[src/rtl/cpu_pkg.sv]
// rtl/cpu_pkg.sv - shared loader state encoding and stack-CPU opcode constants
package cpu_pkg;

   typedef enum logic [2:0] {
      IDLE  = 3'd0,
      LEN   = 3'd1,
      DATA  = 3'd2,
      CSUM  = 3'd3,
      RUN   = 3'd4,
      ERROR = 3'd5
   } state_t;

   localparam logic [3:0] PUSHC = 4'b0000;
   localparam logic [3:0] PUSHM = 4'b0001;
   localparam logic [3:0] POP   = 4'b0010;
   localparam logic [3:0] HALT  = 4'b0011;
   localparam logic [3:0] ADD   = 4'b0110;
   localparam logic [3:0] SUB   = 4'b0111;

endpackage

[src/rtl/program_loader.sv]
// rtl/program_loader.sv - framed byte-stream loader into CPU instruction memory with checksum gate
module program_loader
   import cpu_pkg::*;
#(
   parameter int ADDR_W  = 8,
   parameter int MAX_LEN = 255
) (
   input  logic              clk,
   input  logic              rst_n,
   input  logic              start,
   input  logic              in_valid,
   input  logic [7:0]        in_data,
   output logic              in_ready,
   output logic              mem_load,
   output logic [ADDR_W-1:0] mem_address,
   output logic [7:0]        mem_data,
   output logic              cpu_en,
   output logic              busy,
   output logic              done,
   output logic              error
);

   localparam logic [7:0] MAX_LEN_B = 8'(MAX_LEN);

   state_t            state, next_state;
   logic [7:0]        remaining;
   logic [7:0]        csum;
   logic [ADDR_W-1:0] index;
   logic              accept;

   assign in_ready = (state == LEN) || (state == DATA) || (state == CSUM);
   // start takes priority: a byte presented alongside start is never consumed
   assign accept   = in_valid && in_ready && !start;

   always_ff @(posedge clk or negedge rst_n) begin
      if (!rst_n) state <= IDLE;
      else        state <= next_state;
   end

   always_comb begin
      next_state = state;
      if (start) begin
         next_state = LEN;
      end else begin
         case (state)
            LEN: begin
               if (accept) begin
                  if (in_data == 8'd0 || in_data > MAX_LEN_B) next_state = ERROR;
                  else                                          next_state = DATA;
               end
            end
            DATA: begin
               if (accept && remaining == 8'd1) next_state = CSUM;
            end
            CSUM: begin
               if (accept) next_state = (in_data == csum) ? RUN : ERROR;
            end
            default: next_state = state;
         endcase
      end
   end

   // Status outputs track the state being entered so they line up with it
   always_ff @(posedge clk or negedge rst_n) begin
      if (!rst_n) begin
         remaining   <= '0;
         csum        <= '0;
         index       <= '0;
         mem_load    <= 1'b0;
         mem_address <= '0;
         mem_data    <= '0;
         cpu_en      <= 1'b0;
         busy        <= 1'b0;
         done        <= 1'b0;
         error       <= 1'b0;
      end else begin
         mem_load <= 1'b0;
         done     <= 1'b0;
         cpu_en   <= (next_state == RUN);
         error    <= (next_state == ERROR);
         busy     <= (next_state == LEN) || (next_state == DATA) || (next_state == CSUM);
         if (start) begin
            remaining <= '0;
            csum      <= '0;
            index     <= '0;
         end else if (accept) begin
            case (state)
               LEN: remaining <= in_data;
               DATA: begin
                  mem_load    <= 1'b1;
                  mem_address <= index;
                  mem_data    <= in_data;
                  index       <= index + 1'b1;
                  csum        <= csum + in_data;
                  remaining   <= remaining - 8'd1;
               end
               CSUM: done <= (in_data == csum);
               default: ;
            endcase
         end
      end
   end

endmodule

[config.mk]
export PLATFORM = sky130hd
export DESIGN_NAME = program_loader
export DESIGN_NICKNAME = d
export VERILOG_FILES = /design/src/rtl/cpu_pkg.sv /design/src/rtl/program_loader.sv
export SDC_FILE = /design/constraint.sdc
export NUM_CORES = 1
export LEC_CHECK = 0
export ABC_AREA = 1
export ABC_CLOCK_PERIOD_IN_PS = 1900
export BUFFER_PORTS_ARGS = -buffer_cell sky130_fd_sc_hd__buf_2
export CAP_MARGIN = 10
export CORE_MARGIN = 2
export CORE_UTILIZATION = 35
export DETAILED_ROUTE_END_ITERATION = 12
export PLACE_DENSITY = 0.54
export SLEW_MARGIN = 15
export SYNTH_ARGS = -nofsm -noshare
export SYNTH_HDL_FRONTEND = slang
export SYNTH_SLANG_ARGS = --single-unit
[constraint.sdc]
create_clock -name clk -period 1.9 [get_ports clk]
set_input_delay 0.095 -clock clk [delete_from_list [all_inputs] [get_ports clk]]
set_output_delay 0.095 -clock clk [all_outputs]
set_load 0.01 [all_outputs]
==> impl_metrics.csv <==
group,metric,value,unit
status,outcome,"finished, final reports clean",
critical_path,cp.depth,9,
critical_path,timing.rr.end,"busy",
global_routing,antenna_found_initial,0,
pwr,cellPowerDensity,950,mW/mm^2
pwr,vdd_drop_max,0.000369,V
detailed_routing,drt_iter0_drc,49,
placement,globalplace.congestion,0.880,
detailed_routing,wl,5710,um
yosys,synth_most_common_cell,"nand2_1",
min_path,holdCritStartpoint,"in_data[6]",
die,std_cell_rows,30,
yosys,ys_top_cells_by_area,"dfrtp_1, nand2_1, ha_1",
yosys,syn_nets,328,
critical_path,ff2ff_path_depth,9,
critical_path,required,2.08,ns
timing,tightest_slew,0.482,ns
yosys,ys_seq_area_frac,0.475,
critical_path,timing.critical_path.buf_inv,1,
die,die-area,0.00792,mm^2
yosys,ys_types,38,
cts,htreeDepth,2,
global_routing,grt.busiest_layer,"met2",
job,maxCapViolations,0,
global_routing,grtUsageTotal,0.159,
yosys,synth_seq_cells,48,
global_routing,grt_pass1_wl,9670,um
final_layout,drive_gt1_frac,0.176,
yosys,synthMuxAreaShare,0.00396,
cts,postCtsSetupBuffers,0,
final_layout,final_nets,368,
timing,setup-violations-final,0,
yosys,synth_xor_xnor_area_share,0.0208,
timing,fmax,598,MHz
cts,cts_tree,"done",
yosys,synthArstFlopShare,1.00,
die,fp.dieW,89.0,um
global_routing,met3_usage,0.0351,
timing,min_period_over_period,0.880,
detailed_routing,ant_nets,0,
die,io_pins,34,
yosys,synth_fa_ha_area_frac,0.0574,
detailed_routing,drcViolationCount,0,
global_routing,use_met2,0.247,
critical_path,crit_chain,"ha_1 -> inv_1 -> nand2_1 -> nor2_1 -> nand3_1 -> o21bai_1 -> nand4_2 -> nor2_1 -> nor2_1",
critical_path,max_stage_delay,0.39,ns
timing,rsz0062_at_grt,"false",
yosys,yosysTopAreaCell,"dfrtp_1",
die,core,0.00691,mm^2
critical_path,arrival,1.86,ns
detailed_routing,dr_total_vias,2066,
yosys,synthCells,305,
yosys,synth-simple-area-share,0.246,
timing,relSlewSlack,0.678,
cts,numCtsBuffers,5,
global_routing,overflow,0,
min_path,hold_class,"in2reg",
final_layout,num_antenna_cells,0,
yosys,synth-compound-area-share,0.137,
yosys,synth_commonest_cells,"nand2_1, dfrtp_1, inv_1, nor2_1, o21ai_0",
yosys,synth_top_area_share,0.475,
yosys,synth_top_family_by_area,"simple AND/OR/NAND/NOR gates",
timing,skew,0.00653,ns
critical_path,crit_type,"reg2reg",
cts,root_buffer,"clkbuf_8",
critical_path,end_kind,"register",
yosys,yosysWarnings,0,
critical_path,path_delay_family,"simple AND/OR/NAND/NOR gates",
pwr,p_leak,1.49,nW
timing,fin_ws,0.227,ns
final_layout,syn2layout_area_growth,15.7,%
placement,portBuffers,33,
detailed_routing,viasPerCell,4.67,
cts,cts_sinks,48,
yosys,syn_area,0.00253,mm^2
min_path,whs_path_depth,3,
global_routing,grt_max_degree,29,
cts,cts_resized,0,
detailed_routing,routedWlPerCell,12.9,um
placement,place_ws,0.273,ns
critical_path,r2r_setup_slack,0.23,ns
die,start_util,0.366,
die,die_y,89.0,um
detailed_routing,drt_pre_antenna_iters,4,
yosys,synth_area_per_cell,8.29,um^2
timing,drv_slew,0,
critical_path,cp_max_fo,6,
yosys,synth_edf_count,0,
yosys,synthFlopType,"dfrtp_1",
timing,tns,0,ns
min_path,whs_endpoint,"mem_data[6]",
critical_path,path_common_cell,"nor2_1",
placement,dp_hpwl,4220,um
global_routing,grtUsageMet1,0.223,
global_routing,first_global_vias,2026,
timing,period_needed,1.67,ns
cts,clk_pin_slew,0.09,ns
critical_path,r2r_start,"csum[3]",
critical_path,slowest_stage,"dfrtp_1",
cts,clk_path_buf_depth,2,
timing,hold_viol_final,0,
cts,clock_latency,0.30,ns
critical_path,start_kind,"register",
==> area by class of cell <==
class                   instances  area, um^2
fillers                       757        3980
flip-flops and latches         48        1200
multi-input cells             218        1170
repair buffers                 39         213
inverters                      33         124
well taps                      96         120
clock buffers                   7        86.3
clock inverters                 1        7.51
==> metrics by stage <==
| stage | util | hold WS [ns] | power (mW) | cell area, um^2 | instances |
|---|---|---|---|---|---|
| finish | 0.424 | 0.0753 | 2.78 | 2930 | 442 |
| global route | 0.424 | 0.0631 | 3.00 | 2930 | 442 |
| CTS | 0.424 | 0.0604 | 2.82 | 2930 | 442 |
| detailed placement | 0.409 | 0.123 | 2.17 | 2820 | 433 |
| global placement | 0.409 | 0.121 | 2.16 | 2820 | 433 |
| floorplan | - | -0.201 | 1.89 | 2530 | 305 |
==> registers in the layout (all words and copies together) (netlist names), 3 cells and up <==
signal       flops
mem_data         8
index            8
mem_address      8
csum             8
state            3
remaining        8
==> power breakdown <==
part	switching [mW]	total, mW	internal [mW]
Combinational	0.556	0.874	0.318
Clock	0.340	0.636	0.296
Sequential	0.100	1.27	1.17
==> cell families after synthesis <==
| group | count (synthesis) |
|---|---|
| compound gates | 59 |
| xor+xnor | 6 |
| mux | 1 |
| fa+ha+maj | 11 |
| simple gates | 141 |
| buf+inv | 39 |
| flops | 48 |
==> how the worst max path moves through the flow <==
stage / from / endpoint / slack (ns)
2_1_floorplan: csum[4] / busy / 0.41
6_report: csum[3] / busy / 0.23
5_1_grt: csum[3] / busy / 0.07
3_5_place_dp: csum[3] / busy / 0.27
4_1_cts: csum[3] / busy / 0.23
3_3_place_gp: state[2] / remaining[7] / 0.30
==> tightest hold or removal path: cells and delay by family <==
family / cells / cell delay (ns)
and+or+nand+nor: 2 / 0.11
buffers and inverters: 1 / 0.13
==> routing by layer <==
metal  up-vias  part of all wire
met5         -                 0
met4         0             0.011
met3         4             0.034
met2        32              0.45
met1       955              0.51
li1       1075                 -
==> repair_timing <==
item,CTS,global route
endpoints found under the setup margin,0,0
endpoints found under the hold margin,48,0
hold buffers,1,0
==> cell usage in the layout (no fill, tap or decap), types with 5 or more instances in the layout <==
cell type  netlist  routed
xor2_1           5       5
inv_1           30      30
nor2_1          28      28
dfrtp_1         48      48
clkbuf_8         0       6
o21ai_0         18      18
buf_4            0       5
a21oi_1         11      11
nand2_1         83      83
o22ai_1          6       6
ha_1            10      10
o21ai_1         10      10
nand3_1         13      13
buf_2            5      33
Note: power is estimated with default switching activity, not from simulation.
